===== src/rtl/pipe_hazard_ctrl.sv =====
// Stall/flush sequencer for the five-stage pipeline; owns the EX multi-cycle occupancy counter.
// Optional stall-cycle statistics counter is built when PIPE_HAZARD_STAT_EN is defined.
module pipe_hazard_ctrl #(
    parameter int MC_CYCLES = 4,
    parameter int CNT_W     = 8
) (
    input  logic        clk,
    input  logic        rst,
    input  logic        id_load_use,
    input  logic        ex_mc_start,
    input  logic        mem_stall_req,
    input  logic        flush_req,
`ifdef PIPE_HAZARD_STAT_EN
    input  logic        stat_clr,
    output logic [31:0] stat_stall_cycles,
`endif
    output logic [5:0]  stall,
    output logic        flush,
    output logic        ex_mc_done,
    output logic        mc_busy
);

    typedef enum logic {RUN, MC_BUSY} state_t;

    localparam logic [5:0] STALL_NONE = 6'b000000;
    localparam logic [5:0] STALL_LU   = 6'b000111;
    localparam logic [5:0] STALL_EX   = 6'b001111;
    localparam logic [5:0] STALL_MEM  = 6'b011111;

    localparam logic [CNT_W-1:0] CNT_LOAD = CNT_W'(MC_CYCLES - 1);
    localparam logic [CNT_W-1:0] CNT_ONE  = CNT_W'(1);
    localparam logic [CNT_W-1:0] CNT_ZERO = '0;

    state_t           state;
    state_t           state_nxt;
    logic [CNT_W-1:0] cnt;
    logic [CNT_W-1:0] cnt_nxt;

    // Outputs are decoded combinationally from state/cnt and the live requests; held at 0 in reset.
    always_comb begin
        stall      = STALL_NONE;
        flush      = 1'b0;
        ex_mc_done = 1'b0;
        state_nxt  = state;
        cnt_nxt    = cnt;
        if (rst) begin
            case (state)
                RUN: begin
                    if (flush_req) begin
                        flush = 1'b1;
                    end else if (mem_stall_req) begin
                        stall = STALL_MEM;
                        if (ex_mc_start) begin
                            state_nxt = MC_BUSY;
                            cnt_nxt   = CNT_LOAD;
                        end
                    end else if (ex_mc_start) begin
                        stall     = STALL_EX;
                        state_nxt = MC_BUSY;
                        cnt_nxt   = CNT_LOAD;
                    end else if (id_load_use) begin
                        stall = STALL_LU;
                    end
                end
                MC_BUSY: begin
                    if (flush_req) begin
                        flush     = 1'b1;
                        state_nxt = RUN;
                        cnt_nxt   = CNT_ZERO;
                    end else if (mem_stall_req) begin
                        stall = STALL_MEM;
                    end else if (cnt == CNT_ONE) begin
                        ex_mc_done = 1'b1;
                        state_nxt  = RUN;
                        cnt_nxt    = CNT_ZERO;
                    end else begin
                        stall   = STALL_EX;
                        cnt_nxt = cnt - CNT_ONE;
                    end
                end
                default: begin
                    state_nxt = RUN;
                    cnt_nxt   = CNT_ZERO;
                end
            endcase
        end
    end

    always_ff @(posedge clk or negedge rst) begin
        if (!rst) begin
            state <= RUN;
            cnt   <= CNT_ZERO;
        end else begin
            state <= state_nxt;
            cnt   <= cnt_nxt;
        end
    end

    assign mc_busy = (state == MC_BUSY);

`ifdef PIPE_HAZARD_STAT_EN
    // Counts cycles in which the PC is held; clear wins over increment, saturates at all-ones.
    always_ff @(posedge clk or negedge rst) begin
        if (!rst) begin
            stat_stall_cycles <= 32'd0;
        end else if (stat_clr) begin
            stat_stall_cycles <= 32'd0;
        end else if (stall[0] && (stat_stall_cycles != 32'hFFFF_FFFF)) begin
            stat_stall_cycles <= stat_stall_cycles + 32'd1;
        end
    end
`endif

endmodule


===== config.mk =====
export PLATFORM = sky130hd
export DESIGN_NAME = pipe_hazard_ctrl
export DESIGN_NICKNAME = d
export VERILOG_FILES = /design/src/rtl/pipe_hazard_ctrl.sv
export SDC_FILE = /design/constraint.sdc
export NUM_CORES = 1
export LEC_CHECK = 0
export ABC_CLOCK_PERIOD_IN_PS = 1800
export BUFFER_PORTS_ARGS = -buffer_cell sky130_fd_sc_hd__buf_2
export CORE_MARGIN = 4
export CORE_UTILIZATION = 45
export CTS_BUF_LIST = sky130_fd_sc_hd__clkbuf_2
export DETAILED_ROUTE_END_ITERATION = 10
export GPL_TIMING_DRIVEN = 0
export HOLD_SLACK_MARGIN = 0.03
export PLACE_DENSITY = 0.72
export SETUP_SLACK_MARGIN = 0.15
export SLEW_MARGIN = 20
export SYNTH_ARGS = -nofsm -noshare
export SYNTH_HDL_FRONTEND = slang
export SYNTH_SLANG_ARGS = --single-unit

===== constraint.sdc =====
create_clock -name clk -period 1.8 [get_ports clk]
set_input_delay 0.09 -clock clk [delete_from_list [all_inputs] [get_ports clk]]
set_output_delay 0.09 -clock clk [all_outputs]
set_load 0.01 [all_outputs]

==> results of run 1 <==
[sequential cells by signal, summed over array words and instances, names as in the netlist]
register  flops
cnt           8
mc_busy       1
[cells in the final DEF, fill, tap and decap left out, types with 3 or more instances in the layout]
cell      count
a21oi_1       5
buf_2        12
buf_4        13
buf_6         4
clkbuf_2      4
dfrtp_1       6
dfrtp_2       3
inv_1         7
nand2_1       5
nor2_1        5
o21ai_0       4
o22ai_1       3
o31ai_1       3
[power by group]
group	internal [mW]	switching [mW]
clock network	0.0590	0.0762
registers	0.246	0.0445
logic	0.324	0.352
total	0.630	0.473
[layer usage]
metal / part of all wire [%] / vias up / routed length [um]
li1: - / 344 / -
met1: 40 / 342 / 760
met2: 50 / 34 / 950
met3: 8.7 / 6 / 166
met4: 1.8 / 0 / 34
met5: 0 / - / 0
[synthesized netlist by cell type, types with 3 or more instances]
| library cell | instances |
|---|---|
| dfrtp_1 | 9 |
| o31ai_1 | 3 |
| inv_1 | 8 |
| o22ai_1 | 3 |
| o21ai_0 | 6 |
| a21oi_1 | 8 |
| nand2b_1 | 3 |
| nand2_1 | 5 |
| nand3_1 | 3 |
| buf_4 | 3 |
| nor2_1 | 6 |
[stage by stage]
step	area, um^2	util (%)	worst slack, ns
after floorplan	663	-	0.180
after global placement	747	55.3	-0.00259
after detailed placement	747	55.3	-0.0133
after CTS	862	63.9	0.0615
after global routing	965	71.5	-0.116
final	965	71.5	-0.0549
[cell families (layout without fill, tap and decap cells)]
logic type               Yosys count  in the layout  synth area share, %
AO/OA/AOI/OAI                     25             25                 26.2
adder cells (fa/ha/maj)            2              2                 3.77
buffers and inverters             13             43                 10.8
flip-flops                         9              9                 34.0
other                              1              1                0.565
AND/OR/NAND/NOR                   28             28                 24.7
[how the worst max path moves through the flow]
stage	to	cells past startpoint
after floorplan	ex_mc_done	5
after global placement	stall[2]	8
after detailed placement	stall[1]	8
after CTS	stall[1]	6
after global routing	stall[2]	6
final	stall[1]	6
[area by class of cell]
type / instances / area (um^2) / area share (%)
clock buffers: 4 / 20.0 / 2.08
flip-flops and latches: 9 / 229 / 23.7
repair buffers: 26 / 185 / 19.2
multi-input cells: 56 / 440 / 45.7
well taps: 15 / 18.8 / 1.95
inverters: 8 / 30.0 / 3.11
plain buffers: 5 / 41.3 / 4.28
[worst reg2reg max path, cell delays in order (launching register included)]
cell,delay (ns)
dfrtp_2,0.45
nor4_4,0.40
buf_4,0.18
buf_6,0.08
buf_6,0.11
nand4bb_1,0.14
o31ai_1,0.25
[repair_timing]
item | CTS | global route
hold buffers | 1 | 0
setup buffers | 7 | 5
gates cloned | 0 | 0
hold endpoints to repair | 9 | 0
pin swaps | 3 | 7
endpoints found under the setup margin | 12 | 9
resized for setup | 8 | 16
==> results.md, run 1 <==
| Parameter | This run | Unit |
|:---|:---|:---|
| Final-stage net count | 117 | - |
| Level count of the clock H-tree | 1 | - |
| Most heavily used metal layer in global routing | met2 | - |
| Number of antenna violations at the first check in global routing | 0 | - |
| Failing checks | negative setup slack | - |
| Fin worst setup slack | -0.0549 | ns |
| Depth of the worst register-to-register path | 6 | - |
| Cell chosen for the clock root | clkbuf_2 | - |
| Final period utilization | 103 | % |
| Avg Cell Area, Syn | 8.50 | um^2 |
| Worst min path class | in -> reg | - |
| Floorplan core area | 1350 | um^2 |
| Diodes inserted | 0 | - |
| Max Fanout on Critical Path | 3 | - |
| R2R setup slack | 0.11 | ns |
| Crit. End Element | output pin | - |
| Post-synthesis cell type with the largest combined area | dfrtp_1 | - |
| Number of different library cells in the post-synthesis netlist | 28 | - |
| Critical path origin | cnt[2]$_DFFE_PN0P_ | - |
| Number of cells produced by synthesis | 78 | - |
| Fraction of final layout cells sized beyond drive strength 1 | 48.1 | % |
| Worst Path Required | 1.71 | ns |
| Worst vdd ir | 0.683 | mV |
| Cell depth of the worst hold path | 2 | - |
| Number of detailed-routing iterations run before antenna repair | 4 | - |
| Total length of routed wires | 1.91 | mm |
| Number of enable flip-flop cells after synthesis | 0 | - |
| Kind of launch point of the worst setup path | flip-flop | - |
| ANT nets after route | 0 | - |
| Clock buffers created by TritonCTS | 3 | - |
| Setup-failing EPs final | 2 | - |
| Crit path max-delay family | simple AND/OR/NAND/NOR gates | - |
| Clk_lat worst skew | 0.26 | ns |
| Number of register bits inferred by synthesis | 9 | - |
| Met3 track demand over resource | 6.25 | % |
| Final estimated routing congestion in global placement | 0.744 | - |
| Worst-case hold slack | 0.164 | ns |
| Crit path max-delay cell type | dfrtp_2 | - |
| Top cell type's share of synthesized area | 34.0 | % |
| Run status | finished with violations | - |
| Via count | 726 | - |
| Accumulated negative setup slack | -0.109 | ns |
| Post-synthesis async set-or-reset flop share | 100 | % |
| Half-perimeter wire length of the detailed placement result | 1.08 | mm |
| Total power of the final layout | 1.10 | mW |
| Ordered cell list for the critical path | nor4_4, nand3_2, o31ai_1, a21oi_1, buf_4, buf_6 | - |
| Max-cap violation count | 0 | - |
| Floorplan die area | 2150 | um^2 |
| Vertical die dimension | 46.4 | um |
| Largest cells by area after synthesis | dfrtp_1 (34%), a21oi_1 (6.0%), o21ai_0 (4.5%), inv_1 (4.5%), ha_1 (3.8%) | - |
| Cell area after synthesis | 663 | um^2 |
| Row Count | 13 | - |
| Final routed wire length divided by cell count | 15.5 | um |
| Port Buf Inserts | 13 | - |
| Count of buffer and inverter cells on the critical path | 2 | - |
| Grt met1 use | 21.2 | % |
| Maximum number of pins on one net before global-route repair | 11 | - |
| Residual overflow from global routing | 0 | - |
| Start point of the worst min-delay path | rst | - |
| Seq/Total Area, Yosys | 34.0 | % |
| Crit-path max cell delay | 0.45 | ns |
| Residual DRC count | 0 | - |
| Final clock skew | 0.0106 | ns |
| Fmax achieved | 539 | MHz |
| Final-layout fill cell count | 111 | - |
| Leakage | 0.436 | nW |
| Areal power density over the cells | 1140 | nW/um^2 |
| Vias per std cell | 5.90 | - |
| Width of the die | 46.4 | um |
| Number of global-route vias before repair | 584 | - |
| Yosys Warn Count | 0 | - |
| Post-layout instance count excluding filler cells | 123 | - |
| Maximum buffer depth of the clock tree | 2 | - |
| Dpl cells | 106 | - |
| Starting density of the core | 49.1 | % |
| Number of I/O pins | 15 | - |
| Number of hold violations in the final report | 0 | - |
| Syn Nets | 86 | - |
| Growth of design area from synthesis to finish | 45.5 | % |
| Met2 capacity usage during global routing | 25.3 | % |
| Category of the critical setup timing path | reg -> out | - |
| R2R Path End | cnt[7]$_DFFE_PN0P_ | - |
| TritonCTS clock tree | yes | - |
| Unrepaired setup endpoints after global routing | yes | - |
| Wire length of the first global-routing pass | 2.50 | mm |
| Clock transition at the registers of the reported paths | 0.10 | ns |
| Reg2reg start | cnt[2]$_DFFE_PN0P_ | - |
| 1st-iter DRT viols | 26 | - |
| Clock net sink count | 9 | - |
| Arrival time reported for the critical path endpoint | 1.76 | ns |
| Overall routing resource usage | 16.4 | % |
| Number of max-slew violations in the final report | 0 | - |
| Worst Hold Path EP | mc_busy$_DFFE_PN0P_ | - |
| Flip-flop cell with the highest count after synthesis | dfrtp_1 | - |
| Post-layout minimum cycle time | 1.85 | ns |
Note: power is estimated with default switching activity, not from simulation.
==> run 2: changes to the inputs <==
==> constraint.sdc (replaced) <==
create_clock -name clk -period 1.8 [get_ports clk]
set_input_delay 0 -clock clk [delete_from_list [all_inputs] [get_ports clk]]
set_output_delay 0 -clock clk [all_outputs]
set_load 0.01 [all_outputs]
==> results.md, run 2 (same netlist as run 1, synthesis figures left out) <==
| Parameter | This run | Unit |
|:---|:---|:---|
| Number of detailed-routing iterations run before antenna repair | 4 | - |
| Power share of the sequential group | 27.5 | % |
| Level count of the clock H-tree | 1 | - |
| Logic gate share of total power | 59.6 | % |
| Clock transition at the registers of the reported paths | 0.09 | ns |
| Fin worst setup slack | 0.132 | ns |
| Total internal power | 596 | uW |
| Worst Hold Path EP | mc_busy$_DFFE_PN0P_ | - |
| Fraction of final layout cells sized beyond drive strength 1 | 42.5 | % |
| Width of the die | 46.4 | um |
| Fmax achieved | 599 | MHz |
| R2R setup slack | 0.16 | ns |
| Residual DRC count | 0 | - |
| NetSw | 430 | uW |
| Number of antenna violations at the first check in global routing | 0 | - |
| Diodes inserted | 0 | - |
| Areal power density over the cells | 1110 | nW/um^2 |
| Placement Setup Slack | 0.0767 | ns |
| Start point of the worst min-delay path | rst | - |
| Arrival time reported for the critical path endpoint | 1.67 | ns |
| Final clock skew | 0.00760 | ns |
| Half-perimeter wire length of the detailed placement result | 1.08 | mm |
| Number of I/O pins | 15 | - |
| Number of global-route vias before repair | 604 | - |
| Setup-failing EPs final | 0 | - |
| Leakage | 0.425 | nW |
| Starting density of the core | 49.1 | % |
| Category of the critical setup timing path | reg -> out | - |
| Crit. End Element | output pin | - |
| Run status | completed | - |
| Final estimated routing congestion in global placement | 0.744 | - |
| Cell chosen for the clock root | clkbuf_2 | - |
| ANT nets after route | 0 | - |
| Final-stage net count | 115 | - |
| Row Count | 13 | - |
| Worst min path class | in -> reg | - |
| Maximum number of pins on one net before global-route repair | 11 | - |
| Final routed wire length divided by cell count | 14.1 | um |
| Floorplan die area | 2150 | um^2 |
| Sw frac | 41.9 | % |
| Accumulated negative setup slack | 0 | ns |
| 1st-iter DRT viols | 14 | - |
| Number of max-slew violations in the final report | 0 | - |
| Reg2reg start | cnt[2]$_DFFE_PN0P_ | - |
| Overall routing resource usage | 16.3 | % |
| Vertical die dimension | 46.4 | um |
| R2R Path End | cnt[7]$_DFFE_PN0P_ | - |
| Number of flip-flops in the largest register | 8 | - |
| Clock buffers created by TritonCTS | 3 | - |
| TritonCTS clock tree | yes | - |
| Register ranked first by flip-flop count | cnt | - |
| Worst Path Required | 1.80 | ns |
| Growth of design area from synthesis to finish | 38.9 | % |
| Port Buf Inserts | 13 | - |
| Unrepaired setup endpoints after global routing | yes | - |
| Clock net sink count | 9 | - |
| Via count | 692 | - |
| Leading cell types in the layout, fill and taps excluded | buf_4 (13), buf_2 (12), inv_1 (7), a21oi_1 (7) | - |
| Maximum buffer depth of the clock tree | 2 | - |
| Kind of launch point of the worst setup path | flip-flop | - |
| Post-layout minimum cycle time | 1.67 | ns |
| Residual overflow from global routing | 0 | - |
| Max Fanout on Critical Path | 3 | - |
| Worst vdd ir | 0.726 | mV |
| Vias per std cell | 5.72 | - |
| Floorplan core area | 1350 | um^2 |
| Cell depth of the worst hold path | 2 | - |
| Total length of routed wires | 1.70 | mm |
| Clk_lat worst skew | 0.25 | ns |
| Clock power share | 12.8 | % |
| Depth of the worst register-to-register path | 5 | - |
| Wire length of the first global-routing pass | 2.50 | mm |
| Max-cap violation count | 0 | - |
| Final period utilization | 92.7 | % |
| Number of hold violations in the final report | 0 | - |
| Most common cell after layout, fill and taps aside | buf_4 | - |
-- run 2: cell types whose count changed in the layout (fill, tap and decap cells not counted), sizes merged --
cell | before | now
buf | 29 | 27
-- run 2: how the worst max path moves through the flow --
| stage | startpoint | endpoint | slack (ns) | cells after the start |
|---|---|---|---|---|
| final | cnt[2]$_DFFE_PN0P_ | stall[1] | 0.13 | 6 |
| after global routing | cnt[1]$_DFFE_PN0P_ | stall[2] | 0.008 | 8 |
| after CTS | cnt[4]$_DFFE_PN0P_ | stall[1] | 0.15 | 6 |
| after detailed placement | cnt[1]$_DFFE_PN0P_ | stall[1] | 0.08 | 8 |
| after global placement | cnt[1]$_DFFE_PN0P_ | cnt[2]$_DFFE_PN0P_ | 0.08 | 6 |
| after floorplan | cnt[1]$_DFFE_PN0P_ | ex_mc_done | 0.27 | 5 |
-- run 2: per-layer routing --
metal	vias to the layer above	share of wire, %	GRT usage [%]
met5	-	0	0
met1	327	42	20.5
met4	0	2.1	4.55
li1	340	-	-
met3	4	7.5	6.64
met2	21	49	25.5
-- run 2: worst max-delay path: stages, from the launching register on --
cell and delay (ns):
dfrtp_2 0.45, nor4_4 0.39, nand3_2 0.12, o31ai_1 0.08
a21oi_1 0.12, buf_4 0.15, buf_6 0.11
-- run 2: through the flow --
step	hold WS (ns)	std cells	instance area, um^2	utilization, %	power (mW)
floorplan	-0.296	78	663	-	0.576
global placement	-0.100	106	747	55.3	0.665
detailed placement	-0.0970	106	747	55.3	0.677
CTS	0.0673	118	856	63.4	0.924
global route	0.0730	121	921	68.2	1.09
finish	0.0858	121	921	68.2	1.03
-- run 2: cell type report --
| cell class | count | area [um^2] |
|---|---|---|
| plain buffers | 5 | 41.3 |
| clock buffers | 4 | 20.0 |
| fillers | 113 | 429 |
| inverters | 8 | 30.0 |
| multi-input cells | 56 | 419 |
| flip-flops and latches | 9 | 229 |
| well taps | 15 | 18.8 |
| repair buffers | 24 | 163 |
-- run 2: repair_timing --
| action | 4_1_cts | 5_1_grt |
|---|---|---|
| resized for setup | 7 | 9 |
| hold buffers | 1 | 0 |
| pin swaps | 3 | 5 |
| setup buffers | 7 | 3 |
| endpoints found under the hold margin | 9 | 0 |
| endpoints found under the setup margin | 12 | 8 |
-- run 2: power by group through the flow --
stage | clock network (mW) | logic (mW) | registers (mW)
floorplan | 0 | 0.283 | 0.294
global placement | 0 | 0.366 | 0.300
finish | 0.132 | 0.612 | 0.283
CTS | 0.135 | 0.508 | 0.281
global route | 0.145 | 0.661 | 0.286
detailed placement | 0 | 0.375 | 0.302
